===== config.mk =====
export PLATFORM = sky130hd
export DESIGN_NAME = cu_tx_flat
export DESIGN_NICKNAME = d
export VERILOG_FILES = /design/src/rtl/cu_pkg.sv /design/src/rtl/cu_tx_if.sv /design/src/rtl/uart_tx.sv /design/src/rtl/cu_tx.sv /design/src/flat_wrapper.sv
export SDC_FILE = /design/constraint.sdc
export NUM_CORES = 1
export LEC_CHECK = 0
export CORE_MARGIN = 1
export CORE_UTILIZATION = 60
export CTS_BUF_LIST = sky130_fd_sc_hd__clkbuf_4 sky130_fd_sc_hd__clkbuf_8
export CTS_CLUSTER_SIZE = 28
export DETAILED_ROUTE_END_ITERATION = 8
export GPL_ROUTABILITY_DRIVEN = 0
export PLACE_DENSITY = 0.85
export RECOVER_POWER = 50
export SLEW_MARGIN = 20
export SYNTH_ARGS = -nofsm -noshare
export SYNTH_HDL_FRONTEND = slang
export SYNTH_SLANG_ARGS = --single-unit
export TNS_END_PERCENT = 10

===== constraint.sdc =====
create_clock -name clk -period 4.2 [get_ports clk]
set_input_delay 0.63 -clock clk [delete_from_list [all_inputs] [get_ports clk]]
set_output_delay 0.63 -clock clk [all_outputs]
set_load 0.1 [all_outputs]

===== src/rtl/cu_pkg.sv =====
// Shared constants and types for the command link. The command receiver
// decodes packets using these same definitions.
package cu_pkg;

  // Header byte per packet type; data bytes never reach 0x80 and up
  localparam logic [7:0] HDR_START  = 8'h80;
  localparam logic [7:0] HDR_STOP   = 8'hA0;
  localparam logic [7:0] HDR_STATUS = 8'hC0;

  // Upper nibble of every data byte, keeps data in 0x30-0x3F
  localparam logic [3:0] NIB_PREFIX = 4'h3;

  // Data nibbles per packet (24-bit payload)
  localparam int PKT_NIBBLES = 6;

  typedef enum logic [1:0] {
    PKT_START   = 2'd0,
    PKT_STOP    = 2'd1,
    PKT_STATUS  = 2'd2,
    PKT_ILLEGAL = 2'd3
  } pkt_type_e;

  typedef enum logic [2:0] {
    ST_IDLE,
    ST_LOAD,
    ST_SEND,
    ST_NEXT,
    ST_FIN
  } cu_state_e;

  function automatic logic [7:0] hdr_byte(pkt_type_e t);
    case (t)
      PKT_STOP:   return HDR_STOP;
      PKT_STATUS: return HDR_STATUS;
      default:    return HDR_START;
    endcase
  endfunction

  // Byte idx of a packet: 0 is the header, 1..6 carry nibbles MSB first
  function automatic logic [7:0] pkt_byte(pkt_type_e t, logic [23:0] d, logic [2:0] idx);
    logic [7:0] b;
    case (idx)
      3'd1:    b = {NIB_PREFIX, d[23:20]};
      3'd2:    b = {NIB_PREFIX, d[19:16]};
      3'd3:    b = {NIB_PREFIX, d[15:12]};
      3'd4:    b = {NIB_PREFIX, d[11:8]};
      3'd5:    b = {NIB_PREFIX, d[7:4]};
      3'd6:    b = {NIB_PREFIX, d[3:0]};
      default: b = hdr_byte(t);
    endcase
    return b;
  endfunction

endpackage


===== src/rtl/cu_tx_if.sv =====
// Request/status handshake between the control FSM and the command transmitter.
interface cu_tx_if;
  logic        send_req;
  logic [1:0]  send_type;
  logic [23:0] send_data;
  logic        busy;
  logic        pkt_done;

  modport master (
    output send_req, send_type, send_data,
    input  busy, pkt_done
  );

  modport slave (
    input  send_req, send_type, send_data,
    output busy, pkt_done
  );
endinterface


===== src/rtl/uart_tx.sv =====
// Byte-wide UART transmitter: start bit, 8 data bits LSB first, stop bit.
// Each bit lasts crystal/baud clocks.
module uart_tx #(
  parameter int crystal = 16384000,
  parameter int baud    = 57600
) (
  input  logic       clk,
  input  logic       reset,
  input  logic       tx_start,
  input  logic [7:0] din_byte,
  output logic       tx,
  output logic       tx_busy,
  output logic       tx_done
);

  localparam int BIT_CLKS = crystal / baud;
  localparam int CNT_W    = (BIT_CLKS > 1) ? $clog2(BIT_CLKS) : 1;
  localparam logic [CNT_W-1:0] BIT_LAST = CNT_W'(BIT_CLKS - 1);

  logic [9:0]       shreg_q, shreg_d;
  logic [CNT_W-1:0] baud_cnt_q, baud_cnt_d;
  logic [3:0]       bit_cnt_q, bit_cnt_d;
  logic             busy_q, busy_d;
  logic             bit_end;

  // Frame sequencing: load a frame when idle, otherwise step bit by bit
  always_comb begin
    shreg_d    = shreg_q;
    baud_cnt_d = baud_cnt_q;
    bit_cnt_d  = bit_cnt_q;
    busy_d     = busy_q;
    bit_end    = busy_q && (baud_cnt_q == BIT_LAST);
    if (!busy_q) begin
      if (tx_start) begin
        shreg_d    = {1'b1, din_byte, 1'b0};
        busy_d     = 1'b1;
        baud_cnt_d = '0;
        bit_cnt_d  = '0;
      end
    end else if (bit_end) begin
      baud_cnt_d = '0;
      shreg_d    = {1'b1, shreg_q[9:1]};
      if (bit_cnt_q == 4'd9) begin
        busy_d    = 1'b0;
        bit_cnt_d = '0;
      end else begin
        bit_cnt_d = bit_cnt_q + 4'd1;
      end
    end else begin
      baud_cnt_d = baud_cnt_q + CNT_W'(1);
    end
  end

  // State registers; an all-ones shifter holds the line idle high
  always_ff @(posedge clk) begin
    if (!reset) begin
      shreg_q    <= '1;
      baud_cnt_q <= '0;
      bit_cnt_q  <= '0;
      busy_q     <= 1'b0;
    end else begin
      shreg_q    <= shreg_d;
      baud_cnt_q <= baud_cnt_d;
      bit_cnt_q  <= bit_cnt_d;
      busy_q     <= busy_d;
    end
  end

  assign tx      = shreg_q[0];
  assign tx_busy = busy_q;
  assign tx_done = bit_end && (bit_cnt_q == 4'd9);

endmodule


===== src/rtl/cu_tx.sv =====
// Command transmitter: serialises a 24-bit word as a 7-byte packet
// (header + 6 nibble bytes, MSB nibble first) over one UART line.
module cu_tx
  import cu_pkg::*;
#(
  parameter int crystal = 16384000,
  parameter int baud    = 57600
) (
  input  logic   clk,
  input  logic   reset,
  cu_tx_if.slave bus,
  output logic   tx,
  output logic   tx_done1
);

  cu_state_e   state_q, state_d;
  logic [2:0]  cnt_q, cnt_d;
  pkt_type_e   type_q, type_d;
  logic [23:0] data_q, data_d;
  logic        tx_done1_q, tx_done1_d;

  logic        tx_start;
  logic [7:0]  din_byte;
  logic        u_busy;
  logic        u_done;
  logic        busy;
  logic        pkt_done;

  // Packet sequencing: capture request, then load/send each byte in turn
  always_comb begin
    state_d    = state_q;
    cnt_d      = cnt_q;
    type_d     = type_q;
    data_d     = data_q;
    tx_start   = 1'b0;
    pkt_done   = 1'b0;
    din_byte   = pkt_byte(type_q, data_q, cnt_q);
    tx_done1_d = tx_done1_q ^ u_done;
    busy       = (state_q != ST_IDLE) && (state_q != ST_FIN);
    case (state_q)
      ST_IDLE: begin
        if (bus.send_req && (pkt_type_e'(bus.send_type) != PKT_ILLEGAL)) begin
          type_d  = pkt_type_e'(bus.send_type);
          data_d  = bus.send_data;
          state_d = ST_LOAD;
        end
      end
      ST_LOAD: begin
        if (!u_busy) begin
          tx_start = 1'b1;
          state_d  = ST_SEND;
        end
      end
      ST_SEND: begin
        if (u_done) state_d = ST_NEXT;
      end
      ST_NEXT: begin
        if (cnt_q == 3'(PKT_NIBBLES)) begin
          state_d = ST_FIN;
        end else begin
          cnt_d   = cnt_q + 3'd1;
          state_d = ST_LOAD;
        end
      end
      ST_FIN: begin
        pkt_done = 1'b1;
        cnt_d    = '0;
        state_d  = ST_IDLE;
      end
      default: state_d = ST_IDLE;
    endcase
  end

  // State registers; reset aborts any packet in flight
  always_ff @(posedge clk) begin
    if (!reset) begin
      state_q    <= ST_IDLE;
      cnt_q      <= '0;
      type_q     <= PKT_START;
      data_q     <= '0;
      tx_done1_q <= 1'b0;
    end else begin
      state_q    <= state_d;
      cnt_q      <= cnt_d;
      type_q     <= type_d;
      data_q     <= data_d;
      tx_done1_q <= tx_done1_d;
    end
  end

  uart_tx #(
    .crystal(crystal),
    .baud   (baud)
  ) u_uart (
    .clk     (clk),
    .reset   (reset),
    .tx_start(tx_start),
    .din_byte(din_byte),
    .tx      (tx),
    .tx_busy (u_busy),
    .tx_done (u_done)
  );

  assign bus.busy     = busy;
  assign bus.pkt_done = pkt_done;
  assign tx_done1     = tx_done1_q;

endmodule

===== src/flat_wrapper.sv =====
// flat-port wrapper written by rule: the top's interface ports become plain ports
module cu_tx_flat import cu_pkg::*;
#(
  parameter int crystal = 16384000,
  parameter int baud    = 57600
)
  (clk, reset, tx, tx_done1, bus_send_req, bus_send_type, bus_send_data, bus_busy, bus_pkt_done);
  cu_tx_if bus_i ();
  input  logic clk;
  input  logic reset;
  output logic tx;
  output logic tx_done1;
  input wire logic [$bits(bus_i.send_req)-1:0] bus_send_req;
  input wire logic [$bits(bus_i.send_type)-1:0] bus_send_type;
  input wire logic [$bits(bus_i.send_data)-1:0] bus_send_data;
  output wire logic [$bits(bus_i.busy)-1:0] bus_busy;
  output wire logic [$bits(bus_i.pkt_done)-1:0] bus_pkt_done;
  assign bus_i.send_req = bus_send_req;
  assign bus_i.send_type = bus_send_type;
  assign bus_i.send_data = bus_send_data;
  assign bus_busy = bus_i.busy;
  assign bus_pkt_done = bus_i.pkt_done;
  cu_tx #(.crystal(crystal), .baud(baud)) u_core (.clk(clk), .reset(reset), .bus(bus_i), .tx(tx), .tx_done1(tx_done1));
endmodule

==> results of run 1 <==
[cell usage after synthesis, types with 3 or more instances]
cell	number	area [um2]
sky130_fd_sc_hd__mux2i_1	3	30.0
sky130_fd_sc_hd__nand3_1	9	45.0
sky130_fd_sc_hd__a21oi_1	17	85.1
sky130_fd_sc_hd__a221oi_1	5	43.8
sky130_fd_sc_hd__nand4_1	4	25.0
sky130_fd_sc_hd__a222oi_1	3	30.0
sky130_fd_sc_hd__inv_1	7	26.3
sky130_fd_sc_hd__o21ai_0	12	60.1
sky130_fd_sc_hd__xnor2_1	3	26.3
sky130_fd_sc_hd__nand2b_1	3	18.8
sky130_fd_sc_hd__buf_2	5	25.0
sky130_fd_sc_hd__clkbuf_1	12	45.0
sky130_fd_sc_hd__a31oi_1	3	18.8
sky130_fd_sc_hd__o21a_1	5	37.5
sky130_fd_sc_hd__nor3_1	5	25.0
sky130_fd_sc_hd__nor2_1	18	67.6
sky130_fd_sc_hd__nor2b_1	4	25.0
sky130_fd_sc_hd__dfxtp_1	56	1120
sky130_fd_sc_hd__nand2_1	63	236
sky130_fd_sc_hd__a21boi_0	29	218
sky130_fd_sc_hd__o221ai_1	3	26.3
sky130_fd_sc_hd__and2_1	5	31.3
sky130_fd_sc_hd__ha_1	8	100
[layer usage]
metal,track usage [%],part of all wire (%),vias to the layer above
met4,5.47,0.38,0
met1,37.1,49,1088
li1,-,-,1163
met2,41.2,46,55
met5,0,0,-
met3,6.00,4.7,2
[registers in the layout (all words and copies together) (netlist names)]
name                      flops
u_core.cnt_q                  3
u_core.u_uart.shreg_q         9
u_core.u_uart.tx_busy         1
u_core.state_q                3
u_core.type_q                 2
u_core.data_q                24
u_core.tx_done1               1
u_core.u_uart.bit_cnt_q       4
u_core.u_uart.baud_cnt_q      9
[final timing paths]
path	start	to	slack (ns)	depth (start not counted)
max reg2reg	u_core.cnt_q[2]	u_core.u_uart.shreg_q[1]	1.82	6
min	u_core.data_q[17]	u_core.data_q[17]	0.47	2
max	u_core.state_q[0]	bus_pkt_done	1.33	3
min reg2reg	u_core.data_q[17]	u_core.data_q[17]	0.47	2
[kinds of logic after synthesis]
family	synth area share [%]
xor gates and xnor gates	0.993
adders and majority gates	3.78
AOI/OAI and AO/OA	23.6
muxes	1.13
and+or+nand+nor	24.3
buffers and inverters	3.78
DFF	42.4
[area by class of cell]
cell class | count | share of cell area (%)
multi-input cells | 233 | 46.4
flip-flops and latches | 56 | 36.7
repair buffers | 33 | 10.7
clock buffers | 8 | 3.19
well taps | 50 | 2.05
inverters | 8 | 0.982
[stage by stage]
step                area (um2)  worst slack (ns)  hold WS [ns]
CTS                       3060              1.34         0.475
floorplan                 2650              2.19         0.441
finish                    3060              1.33         0.470
detailed placement        2970              1.62         0.462
global placement          2970              1.65         0.449
global route              3060              1.21         0.492
[worst register-to-register path, stage by stage, from the launching register on]
cell,delay (ns)
sky130_fd_sc_hd__dfxtp_1,0.63
sky130_fd_sc_hd__inv_1,0.10
sky130_fd_sc_hd__ha_1,0.28
sky130_fd_sc_hd__a2111oi_0,0.76
sky130_fd_sc_hd__nor2_1,0.16
sky130_fd_sc_hd__o21ai_0,0.15
sky130_fd_sc_hd__a41oi_1,0.14
[where the power goes]
group | switching (mW) | internal [mW] | total (mW)
logic | 0.186 | 0.117 | 0.303
clock network | 0.161 | 0.148 | 0.308
registers | 0.0497 | 0.587 | 0.636
==> flow_summary.toml, run 1 <==
[outcome]
status = "finished clean"

[critical_path]
crit_path_end_kind = "output pin"
worstSetupPathType = "reg -> out"
cp.buffers_inverters = 1
timing.critical_path.required_ns = 3.57
timing.critical_path.slowest_stage_cell = "sky130_fd_sc_hd__clkdlybuf4s50_1"
critPathMaxFanout = 9
crit_arrival_ns = 2.24
crit_family = "buffers and inverters"
timing.critical_path.cells = "nor2_1 > and2_1 > clkdlybuf4s50_1"
worst_setup_path_start_kind = "register"
critPathMaxStageDelay_ns = 1.13

[final_layout]
antenna-diode-count = 0
num-fill-cells = 305
final_util_pct = 74.3
multi_input_area_mm2 = 0.00142
syn2layout_area_growth_pct = 15.6
layout-drive-gt1-share_pct = 4.14
ff_latch_area_mm2 = 0.00112
final_net_count = 374
mostFrequentLayoutCell = "sky130_fd_sc_hd__nand2_1"
mostFrequentLayoutCells = "sky130_fd_sc_hd__nand2_1 (63), sky130_fd_sc_hd__dfxtp_1 (56), sky130_fd_sc_hd__clkdlybuf4s50_1 (30)"
final_cell_count_no_fill = 388

[global_route]
largest_net_degree_at_the_start_of_global_routing = 32
grt_pass1_vias = 2024
antenna_found_initial = 0
global_route.usage.total_pct = 26.5
grt_first_pass_wirelength_mm = 9.21
grt_remaining_overflow = 0

[floorplanning]
fp.coreArea_mm2 = 0.00412
floorplan.io_pins = 33
die_w_um = 68.4
floorplan_die_area_mm2 = 0.00468
fp.dieH_um = 68.4
floorplan.rows = 23
floorplan.initialDensity_pct = 64.3

[synthesis]
count_of_unique_library_cells_instantiated_by_yosys = 47
synth-main-ff-cell = "sky130_fd_sc_hd__dfxtp_1"
postSynthNetCount = 351
yosys_warnings = 0
synthesis.area_mm2 = 0.00265
number_of_synthesized_register_bits = 56
async_flop_share_pct = 0
syn_area_per_cell_um2 = 8.43
postSynthCellCount = 314
synth_sequential_area_ratio_pct = 42.4
synth_enable_flop_cells = 0

[routing]
drt.antenna.violating_nets = 0
drt_first_iter_violations = 189
routed-via-count = 2308
drc_violations_left = 0
routed_wire_length_per_instance_um = 14.3
drt_pass1_iterations = 4
vias_per_cell = 5.95
wl_mm = 5.55

[power]
finalPower_mw = 1.25
power_per_cell_area_mw_per_mm2 = 408
leakage_power_total_nw = 1.09
vdd.ir_drop.worst_mv = 0.318

[sta]
finalMaxSlewViolations = 0
skew_ns = 0.00380
layout_worst_path_cycle_share_pct = 68.3
timing_worst_slew_pin_value_ns = 1.06
rsz0062_at_grt = "no"
hold_viol_final = 0
final_period_minus_worst_setup_slack_ns = 2.87
maxSlewHeadroom_pct = 28.8
setup_violations = 0
total_neg_setup_slack_ns = 0
max_freq_mhz = 348

[clock_tree]
tritoncts = "built"
clock_tree.root_cell = "sky130_fd_sc_hd__clkbuf_8"
clock_latency_ns = 0.30
h-tree-depth = 2
cts_made_buffers = 5
cts-root-to-sink-buffers = 2
clk_pin_slew_ns = 0.09
tritoncts_num_sinks = 56
cts.repair.resized = 0
cts_setup_buffers = 0
cts_hold_repair.buffers = 0

[place]
dp.final_hpwl_mm = 3.92
io_buffer_count = 32
place_inst = 380

[job]
cap_violations = 0

[worst_hold_path]
timing.hold.worst.class = "reg -> reg"
No activity file was read; power rests on OpenSTA's default activity.
==> run 2, diff against run 1 <==
--- a/config.mk
+++ b/config.mk
@@ -6,12 +6,12 @@
 export NUM_CORES = 1
 export LEC_CHECK = 0
 export CORE_MARGIN = 1
-export CORE_UTILIZATION = 60
+export CORE_UTILIZATION = 52
 export CTS_BUF_LIST = sky130_fd_sc_hd__clkbuf_4 sky130_fd_sc_hd__clkbuf_8
 export CTS_CLUSTER_SIZE = 28
 export DETAILED_ROUTE_END_ITERATION = 8
 export GPL_ROUTABILITY_DRIVEN = 0
-export PLACE_DENSITY = 0.85
+export PLACE_DENSITY = 0.78
 export RECOVER_POWER = 50
 export SLEW_MARGIN = 20
 export SYNTH_ARGS = -nofsm -noshare
==> constraint.sdc (replaced) <==
create_clock -name clk -period 2.3 [get_ports clk]
set_input_delay 0.345 -clock clk [delete_from_list [all_inputs] [get_ports clk]]
set_output_delay 0.345 -clock clk [all_outputs]
set_load 0.1 [all_outputs]
==> run 2 against run 1 <==
Combinational power is 93% higher. Sequential share of layout area shrank 0.68 points. First-iteration DRC count down 34%. Core utilization decreased by 9.6 points. Clock power is 77% higher. Worst setup slack got worse by 0.96 ns. Register-to-register slack got worse by 1.4 ns. Clock skew increased by 0.0031 ns.
==> flow_summary.toml, run 2 (synthesis results as in run 1) <==
[clock_tree]
clock_latency_ns = 0.31
cts_made_buffers = 5
cts-root-to-sink-buffers = 2
cts_setup_buffers = 0
clock_tree.root_cell = "sky130_fd_sc_hd__clkbuf_8"
tritoncts_num_sinks = 56
tritoncts = "built"
h-tree-depth = 2
cts_hold_repair.buffers = 0
cts.repair.resized = 0
clk_pin_slew_ns = 0.09

[power]
leakage_power_total_nw = 1.11
internal_power_mw = 1.54
power.combinational.fraction_pct = 25.7
switching_share_pct = 32.7
power.net_switching_uw = 744
vdd.ir_drop.worst_mv = 0.399
power_per_cell_area_mw_per_mm2 = 732
power.share.clock_pct = 24.0
power.share.sequential_pct = 50.3

[place]
pre_cts_slack_ns = 0.478
dpl_cell_area_mm2 = 0.00304
io_buffer_count = 32
dp.final_hpwl_mm = 4.04

[critical_path]
critPathMaxFanout = 20
crit_arrival_ns = 2.07
worstReg2RegStart = "u_core.u_uart.baud_cnt_q[0]"
crit_path_end_kind = "register"
cp.buffers_inverters = 2
timing.reg2reg.worst_path_depth = 5
timing.critical_path.cells = "dlygate4sd3_1 > clkbuf_1 > o311ai_0"
crit_family = "buffers and inverters"
worstSetupPathDepth = 3
timing.critical_path.required_ns = 2.45
worst_setup_path_start_kind = "input pin"
crit_path_from = "reset"
worstSetupPathType = "in -> reg"
critPathMaxStageDelay_ns = 0.90
timing.critical_path.slowest_stage_cell = "sky130_fd_sc_hd__dlygate4sd3_1"

[final_layout]
final_net_count = 382
layout-drive-gt1-share_pct = 6.65
largest_reg_flops = 24
syn2layout_area_growth_pct = 17.7
stdcell_area_mm2 = 0.00312
mostFrequentLayoutCells = "sky130_fd_sc_hd__nand2_1 (63), sky130_fd_sc_hd__dfxtp_1 (56), sky130_fd_sc_hd__a21boi_0 (29)"
registers.top_by_ff_count = "u_core.data_q"
mostFrequentLayoutCell = "sky130_fd_sc_hd__nand2_1"
antenna-diode-count = 0
largest_registers = "u_core.data_q (24), u_core.u_uart.baud_cnt_q (9), u_core.u_uart.shreg_q (9)"

[global_route]
antenna_found_initial = 0
grt_first_pass_wirelength_mm = 9.90
grt_remaining_overflow = 0
largest_net_degree_at_the_start_of_global_routing = 27
grt_pass1_vias = 2132
global_route.usage.total_pct = 24.0

[sta]
rsz0062_at_grt = "no"
final_worst_setup_slack_ns = 0.373
max_freq_mhz = 519
layout_worst_path_cycle_share_pct = 83.8
timing_worst_slew_pin_value_ns = 1.16
hold_viol_final = 0
setup_violations = 0
total_neg_setup_slack_ns = 0
skew_ns = 0.00692
final_period_minus_worst_setup_slack_ns = 1.93
maxSlewHeadroom_pct = 22.8
finalMaxSlewViolations = 0

[floorplanning]
floorplan_die_area_mm2 = 0.00538
floorplan.io_pins = 33
floorplan.initialDensity_pct = 54.9
floorplan.rows = 25
die_w_um = 73.3
fp.dieH_um = 73.3
fp.coreArea_mm2 = 0.00482

[outcome]
status = "finished clean"

[routing]
wl_mm = 5.63
drt_first_iter_violations = 125
vias_per_cell = 5.61
drc_violations_left = 0
routed-via-count = 2315
drt.antenna.violating_nets = 0
drt_pass1_iterations = 4
routed_wire_length_per_instance_um = 13.6

[worst_hold_path]
min_from = "u_core.u_uart.shreg_q[0]"
timing.hold.worst.class = "reg -> reg"
hold_path_depth = 2

[job]
cap_violations = 0
==> run 2: metal layers <==
metal  GRT usage (%)  part of all wire (%)  vias up
met2            37.7                    44       45
met1            33.3                    51     1081
met4            7.05                   1.2        0
met3            4.94                   3.5        7
met5               0                     0        -
li1                -                     -     1182
==> run 2: path summary, 6_finish.rpt <==
path | end | slack [ns]
max | u_core.u_uart.shreg_q[5] | 0.37
max reg2reg | u_core.u_uart.baud_cnt_q[7] | 0.43
min reg2reg | u_core.u_uart.shreg_q[0] | 0.47
min | u_core.u_uart.shreg_q[0] | 0.47
==> run 2: stage by stage <==
step / hold WS, ns / std cells / util (%) / total power [mW]
detailed placement: 0.459 / 405 / 63.1 / 1.76
CTS: 0.474 / 413 / 65.0 / 2.30
floorplan: 0.441 / 314 / - / 1.57
global route: 0.496 / 413 / 64.7 / 2.42
finish: 0.471 / 413 / 64.7 / 2.28
global placement: 0.452 / 405 / 63.1 / 1.75
==> run 2: cell type report <==
cell class | count | area (um2)
Clock buffer | 6 | 76.3
Inverter | 8 | 30.0
Clock inverter | 2 | 16.3
Tap cell | 67 | 83.8
Timing Repair Buffer | 41 | 363
Sequential cell | 56 | 1120
Multi-Input combinational cell | 233 | 1430
Fill cell | 454 | 1700
==> run 2: power by group through the flow <==
stage	registers (mW)	clock network [mW]	logic (mW)
floorplan	1.17	0	0.405
global placement	1.17	0	0.583
detailed placement	1.17	0	0.591
CTS	1.15	0.559	0.595
global route	1.16	0.597	0.656
finish	1.15	0.546	0.586
==> run 2: tightest hold or removal path, delay by kind of cell, from the launching register on <==
family / cells / cell delay, ns
flip-flops: 1 / 0.32
AND/OR/NAND/NOR: 2 / 0.11
==> run 3, diff against run 2 <==
==> constraint.sdc (replaced) <==
create_clock -name clk -period 1.7 [get_ports clk]
set_input_delay 0.255 -clock clk [delete_from_list [all_inputs] [get_ports clk]]
set_output_delay 0.255 -clock clk [all_outputs]
set_load 0.1 [all_outputs]
==> run 3 against run 2 <==
Critical path depth up 4. Sequential power rose by 34%. Final area up 10%. Clock power increased by 36%. Wire length increased by 10%. Sequential share of layout area down 3.2 points. Worst setup slack lost 0.33 ns. Cell count increased by 6.1%. Critical endpoint is now u_core.u_uart.shreg_q[7].
==> flow_summary.toml, run 3 (synthesis results as in run 1) <==
[final_layout]
final_cell_count_no_fill = 438
largest_registers = "u_core.data_q (24), u_core.u_uart.baud_cnt_q (9), u_core.u_uart.shreg_q (9)"
mostFrequentLayoutCell = "sky130_fd_sc_hd__nand2_1"
final_net_count = 407
largest_reg_flops = 24
mostFrequentLayoutCells = "sky130_fd_sc_hd__nand2_1 (62), sky130_fd_sc_hd__dfxtp_1 (54), sky130_fd_sc_hd__buf_4 (31)"
syn2layout_area_growth_pct = 29.6
layout-drive-gt1-share_pct = 17.5
num-fill-cells = 386
registers.top_by_ff_count = "u_core.data_q"
antenna-diode-count = 0

[sta]
maxSlewHeadroom_pct = 63.8
layout_worst_path_cycle_share_pct = 97.3
skew_ns = 0.00564
final_period_minus_worst_setup_slack_ns = 1.65
timing_worst_slew_pin_value_ns = 0.545
max_freq_mhz = 605
setup_violations = 0
hold_viol_final = 0
finalMaxSlewViolations = 0
total_neg_setup_slack_ns = 0
rsz0062_at_grt = "yes"

[clock_tree]
h-tree-depth = 2
tritoncts = "built"
tritoncts_num_sinks = 56
clk_pin_slew_ns = 0.09
clock_tree.root_cell = "sky130_fd_sc_hd__clkbuf_8"
clock_latency_ns = 0.31
cts_made_buffers = 5
cts-root-to-sink-buffers = 2

[power]
power.combinational.fraction_pct = 30.2
power.share.sequential_pct = 47.1
power_per_cell_area_mw_per_mm2 = 952
switching_share_pct = 32.2
vdd.ir_drop.worst_mv = 0.531
power.share.clock_pct = 22.7
leakage_power_total_nw = 1.28
power.net_switching_mw = 1.05
internal_power_mw = 2.21

[global_route]
grt_remaining_overflow = 0
grt_pass1_vias = 2136
largest_net_degree_at_the_start_of_global_routing = 27
antenna_found_initial = 0
grt_first_pass_wirelength_mm = 9.97
global_route.usage.total_pct = 24.1

[critical_path]
r2r_setup_slack_ns = 0.05
crit_arrival_ns = 1.90
timing.critical_path.required_ns = 1.95
critPathMaxFanout = 4
worstSetupPathType = "reg -> reg"
worst_setup_path_start_kind = "register"
crit_path_end_kind = "register"

[routing]
drt.antenna.violating_nets = 0
vias_per_cell = 5.64
routed-via-count = 2470
drt_first_iter_violations = 183
drt_pass1_iterations = 7
routed_wire_length_per_instance_um = 14.2
wl_mm = 6.21
drc_violations_left = 0

[job]
cap_violations = 0

[floorplanning]
fp.dieH_um = 73.3
floorplan_die_area_mm2 = 0.00538
fp.coreArea_mm2 = 0.00482
floorplan.initialDensity_pct = 54.9
floorplan.rows = 25
floorplan.io_pins = 33
die_w_um = 73.3

[place]
place_inst = 427
io_buffer_count = 32
dp.final_hpwl_mm = 4.51

[outcome]
status = "finished clean"

[worst_hold_path]
timing.hold.worst.class = "reg -> reg"
==> run 3: cell types whose count changed in the layout (fill, tap and decap cells not counted), moves of 3 or more <==
cell                       delta
sky130_fd_sc_hd__o21ai_0      -3
sky130_fd_sc_hd__buf_12       +4
sky130_fd_sc_hd__buf_4       +22
sky130_fd_sc_hd__o21ai_1      +3
sky130_fd_sc_hd__ha_1         -4
sky130_fd_sc_hd__clkbuf_1     -3
==> run 3: what timing repair did <==
| action | CTS | global route |
|---|---|---|
| hold buffers | 0 | 0 |
| setup endpoints to repair | 4 | 10 |
| pin swaps | 0 | 5 |
| resized for setup | 4 | 17 |
| hold endpoints to repair | 0 | 0 |
| buffers inserted | 0 | 3 |
==> run 3: cell type report <==
cell class                      instances  area, um2  share of cell area [%]
Sequential cell                        56       1130                    32.8
Inverter                                8       30.0                   0.875
Multi-Input combinational cell        233       1490                    43.5
Clock inverter                          2       10.0                   0.292
Timing Repair Buffer                   66        607                    17.7
Tap cell                               67       83.8                    2.44
Clock buffer                            6       82.6                    2.41
==> run 3: critical path: stages, from the launching register on <==
cell                        delay, ns
sky130_fd_sc_hd__dfxtp_4         0.37
sky130_fd_sc_hd__ha_1            0.20
sky130_fd_sc_hd__ha_2            0.19
sky130_fd_sc_hd__a2111oi_4       0.33
sky130_fd_sc_hd__buf_4           0.18
sky130_fd_sc_hd__and2_1          0.14
sky130_fd_sc_hd__a221oi_1        0.07
sky130_fd_sc_hd__o21ai_1         0.12
==> run 3: power groups by stage <==
stage               combinational, mW  sequential, mW  clock, mW
finish                          0.986            1.54      0.740
global route                     1.08            1.55      0.803
CTS                             0.970            1.54      0.776
detailed placement              0.960            1.57          0
global placement                0.943            1.56          0
floorplan                       0.549            1.58          0
==> run 3: worst paths after layout <==
path,from,endpoint,cells past startpoint
setup / recovery,u_core.cnt_q[0],u_core.u_uart.shreg_q[7],7
setup reg to reg,u_core.cnt_q[0],u_core.u_uart.shreg_q[7],7
hold reg to reg,u_core.data_q[5],u_core.data_q[5],2
hold / removal,u_core.data_q[5],u_core.data_q[5],2
==> run 3: routing by layer <==
metal | track usage, % | vias up | routed length [um] | part of all wire, %
met2 | 36.3 | 65 | 2760 | 44
met4 | 8.97 | 0 | 97 | 1.6
met3 | 3.70 | 7 | 330 | 5.3
met5 | 0 | - | 0 | 0
li1 | - | 1231 | - | -
met1 | 34.9 | 1167 | 3030 | 49
==> run 3: per-stage QoR <==
| stage | utilization (%) | setup WS, ns | area (um2) | hold WS, ns | total power, mW |
|---|---|---|---|---|---|
| floorplan | - | -0.0732 | 2650 | 0.400 | 2.13 |
| global placement | 68.1 | 0.0326 | 3280 | 0.452 | 2.51 |
| global route | 71.2 | -0.0182 | 3430 | 0.504 | 3.43 |
| finish | 71.2 | 0.0460 | 3430 | 0.472 | 3.26 |
| detailed placement | 68.1 | -0.0159 | 3280 | 0.462 | 2.53 |
| CTS | 70.3 | 0.0169 | 3380 | 0.475 | 3.28 |
==> RTL change 1 (settings of run 1) <==
`crystal` is set to 16384000 in 3 places; all go to 65536000.
--- a/src/rtl/uart_tx.sv
+++ b/src/rtl/uart_tx.sv
@@ -1,7 +1,7 @@
 // Byte-wide UART transmitter: start bit, 8 data bits LSB first, stop bit.
 // Each bit lasts crystal/baud clocks.
 module uart_tx #(
-  parameter int crystal = 16384000,
+  parameter int crystal = 65536000,
   parameter int baud    = 57600
 ) (
   input  logic       clk,
--- a/src/rtl/cu_tx.sv
+++ b/src/rtl/cu_tx.sv
@@ -3,7 +3,7 @@
 module cu_tx
   import cu_pkg::*;
 #(
-  parameter int crystal = 16384000,
+  parameter int crystal = 65536000,
   parameter int baud    = 57600
 ) (
   input  logic   clk,
--- a/src/flat_wrapper.sv
+++ b/src/flat_wrapper.sv
@@ -1,7 +1,7 @@
 // flat-port wrapper written by rule: the top's interface ports become plain ports
 module cu_tx_flat import cu_pkg::*;
 #(
-  parameter int crystal = 16384000,
+  parameter int crystal = 65536000,
   parameter int baud    = 57600
 )
   (clk, reset, tx, tx_done1, bus_send_req, bus_send_type, bus_send_data, bus_busy, bus_pkt_done);
Behaviour: same outputs for any inputs over 10 cycles, from zero or initial values and one cycle with reset low; that may be too few to reach the edited logic, so the function may still have changed.
==> RTL change 1 against run 1 <==
- power increased by 11%
- design area increased by 3.2%
- sequential cell count is 2 higher
- critical path depth rose by 1
- sequential power is 2% higher
- first-iteration DRC count increased by 6.9%
- setup slack better by 18 ps
- sequential share of layout area grew 0.13 points
- routed wire length is 6.8% higher
- count of clock-buffer cells in the layout up 4
- clock skew increased by 3.1 ps
- area after synthesis grew 0.76%
- critical path type unchanged
- critical endpoint unchanged
- largest cell class unchanged
- highest routed layer unchanged
==> RTL change 1: results <==
status:
  status: "complete, no violations"
clock_network:
  clk_latency_ps: 340
  post-cts-setup-buffers: 0
  clk_pin_slew_worst_paths_ps: 60
  post_cts_resized: 0
  htree_levels: 3
  cts_root_buf: "clkbuf_8"
  clock_path_buffers: 2
  numCtsBuffers: 9
global_route:
  first_global_vias: 2135
  antenna_found_initial: 0
  grt_usage_pct: 28.05
  grt_max_degree: 29
  grt_pass1_wl_microns: 9556
logic_synthesis:
  synth_commonest_cells: "nand2_1 (67), dfxtp_1 (58), a21oi_1 (37)"
  synth_fa_ha_area_share_pct: 3.285
  synth.yosys.seq_area_share_pct: 43.55
  ys.flop_type: "dfxtp_1"
  synthDistinctLibCells: 50
  syn_nets: 357
  synth.mux.area_fraction_pct: 1.126
  synth_xor_area_share_pct: 1.314
  synth_area_leaders: "dfxtp_1 (44%), nand2_1 (9.4%), a21oi_1 (6.9%), ha_1 (3.3%), a222oi_1 (3.0%)"
  ys_warn_count: 0
  synthArstFlopShare_pct: 0
  synth_compound_area_share_pct: 22.71
setup_path:
  critPathMaxStageDelay_ps: 1130
  worstPathArrival_ps: 2220
  ff2ff_setup_slack_ps: 1410
  path_max_fanout: 9
detailed_routing:
  initialDrtViolationCount: 202
  routed_wl_microns: 5925
  drc: 0
  dr.pass1.iters: 5
  via_per_inst: 6.030
worst_hold_path:
  hold_class: "reg -> reg"
finish:
  drive_above_1_share_pct: 5.398
  diodes: 0
  reg_top3: "u_core.data_q: 24 flops, u_core.u_uart.baud_cnt_q: 11 flops, u_core.u_uart.shreg_q: 9 flops"
  nets: 384
power_and_ir_drop:
  ir_worst_vdd_uv: 312.3
  switchingPower_mw: 0.4314
  leakage_nw: 1.173
timing:
  worst_hold_slack_ps: 448.7
  tightest_slew_ps: 1357
  setup_tns_ps: 0
  fin_worst_skew_ps: 6.922
place:
  dp_hpwl_microns: 4033
  port-buffer-count: 32
  placed_cell_area_sq_um: 2993
## RTL change 1: changes by cell type after synthesis, moves of 4 or more
cell      before  now
a21oi_1       17   37
o21a_1         5    1
inv_1          7   15
a221oi_1       5    1
a311oi_1       0    4
a221o_1        0    4
and2_1         5    1
nand2_1       63   67
a21boi_0      29    1
nor2_1        18    8
nand3_1        9   15
a222oi_1       3    8
## RTL change 1: path summary, 6_finish.rpt
| path | from | endpoint | cells after the start |
|---|---|---|---|
| hold / removal | u_core.u_uart.baud_cnt_q[10] | u_core.u_uart.baud_cnt_q[10] | 1 |
| hold reg to reg | u_core.u_uart.baud_cnt_q[10] | u_core.u_uart.baud_cnt_q[10] | 1 |
| setup reg to reg | u_core.u_uart.baud_cnt_q[0] | u_core.u_uart.shreg_q[4] | 6 |
| setup / recovery | u_core.state_q[1] | bus_pkt_done | 4 |
## RTL change 1: routing by layer
layer / global-route usage [%] / wire length (microns)
met5: 0 / 0
met4: 14.84 / 114
met3: 6.086 / 367
met2: 44.00 / 2644
met1: 35.85 / 2798
## RTL change 1: layout make-up
type / count / area [sq um]
Clock buffer: 12 / 158.9
Clock inverter: 3 / 15.01
Fill cell: 302 / 988.4
Inverter: 16 / 60.06
Multi-Input combinational cell: 229 / 1366
Sequential cell: 58 / 1161
Tap cell: 50 / 62.56
Timing Repair Buffer: 34 / 331.6
## RTL change 1: through the flow
step	worst slack, ps	std cells
global route	1163	402
CTS	1339	402
floorplan	2125	321
finish	1348	402
detailed placement	1539	387
global placement	1629	387
## RTL change 1: power by group through the flow
stage / Clock [mW] / Sequential, mW / Combinational [mW]
6_report: 0.458 / 0.646 / 0.281
5_1_grt: 0.484 / 0.651 / 0.313
4_1_cts: 0.461 / 0.644 / 0.283
3_5_place_dp: 0 / 0.657 / 0.281
3_3_place_gp: 0 / 0.654 / 0.274
2_1_floorplan: 0 / 0.646 / 0.211
## RTL change 1: worst max-delay path, delay by kind of cell (launching register included)
kind | cells | cell delay (ps)
flops | 1 | 380
simple gates | 2 | 270
buf+inv | 2 | 1230
## RTL change 1: cell families (layout without fill, tap and decap cells)
kind of cell / Yosys count / after routing
xor+xnor: 4 / 4
buf+inv: 34 / 65
fa+ha+maj: 7 / 7
flops: 58 / 58
simple gates: 125 / 125
compound gates: 90 / 90
mux: 3 / 3
==> RTL change 2 (settings of run 1) <==
Made on the original files. The 5 states of `cu_state_e` get a one-hot encoding in 5 bits.
--- a/src/rtl/cu_pkg.sv
+++ b/src/rtl/cu_pkg.sv
@@ -20,12 +20,12 @@
     PKT_ILLEGAL = 2'd3
   } pkt_type_e;
 
-  typedef enum logic [2:0] {
-    ST_IDLE,
-    ST_LOAD,
-    ST_SEND,
-    ST_NEXT,
-    ST_FIN
+  typedef enum logic [4:0] {
+    ST_IDLE = 5'b00001,
+    ST_LOAD = 5'b00010,
+    ST_SEND = 5'b00100,
+    ST_NEXT = 5'b01000,
+    ST_FIN  = 5'b10000
   } cu_state_e;
 
   function automatic logic [7:0] hdr_byte(pkt_type_e t);
Behaviour: no difference found for any inputs over 10 cycles, from zero or initial values and one cycle with reset low; not proved beyond that.
==> RTL change 2 against run 1 <==
- critical path depth rose by 3
- maximum frequency down 12%
- the run now ends with max-capacitance violations, max-slew violations left
- critical path type is now in -> reg
- routed wire length grew 12%
- via count rose by 4.3%
- sequential cell count rose by 2
- power grew 25%
- clock skew rose by 9.8 ps
- highest routed layer unchanged
- design area grew 8.0%
- combinational power shrank 2%
- area after synthesis is 3.4% higher
- setup slack worse by 400 ps
==> RTL change 2: results <==
clock_network:
  clk_latency_ps: 340
detailed_routing:
  wl_per_cell_microns: 15.87
  dr.pass1.iters: 5
  drt-met1-wl_microns: 2777
  via_per_inst: 6.127
  initialDrtViolationCount: 245
finish:
  nFillCells: 320
  nets: 373
timing:
  tightest_slew_ps: 1736
  maxSlewViolCount: 40
  worst_hold_slack_ps: 486.8
  fin_ws_ps: 929.0
  fin_worst_skew_ps: 13.60
place:
  placed_cell_area_sq_um: 3088
  dp_slack_ps: 1383
  dp_hpwl_microns: 4174
global_route:
  grt_pass1_wl_microns: 10540
  grt_usage_pct: 27.91
  first_global_vias: 2242
worst_hold_path:
  worstHoldPathCells: 1
  whs_endpoint: "u_core.u_uart.shreg_q[0]"
job:
  maxCapViolations: 1
setup_path:
  critPathCapture: "u_core.u_uart.shreg_q[7]"
power_and_ir_drop:
  ir_worst_vdd_uv: 268.6
  pwr-share-comb_pct: 19.1
status:
  status: "finished with violations"
  violations: "max-capacitance violations, max-slew violations"
logic_synthesis:
  synthDistinctLibCells: 50
==> RTL change 2: area by class of cell <==
type | count | area share, %
clock buffer | 10 | 3.979
clock inverter | 6 | 3.183
inverter | 9 | 1.023
multi-input combinational | 222 | 44.30
sequential | 58 | 35.16
tap | 52 | 1.970
timing repair buffer | 36 | 10.38
==> RTL change 2: logic make-up (layout without fill, tap and decap cells) <==
logic type / count (synthesis) / count (layout) / synth area share, %
multiplexers: 31 / 31 / 11.43
buffers and inverters: 26 / 61 / 3.795
flip-flops: 58 / 58 / 42.43
adder cells (fa/ha/maj): 8 / 8 / 3.658
AND/OR/NAND/NOR: 115 / 115 / 21.35
AO/OA/AOI/OAI: 65 / 65 / 16.37
XOR/XNOR: 3 / 3 / 0.9604
==> RTL change 2: worst reg2reg max path, cell delays in order, from the launching register on <==
cell       delay (ps)
dfxtp_1           500
clkinv_1          280
ha_1              340
a2111oi_1         810
nor2_1            230
a221oi_1          280
o21ai_0           100
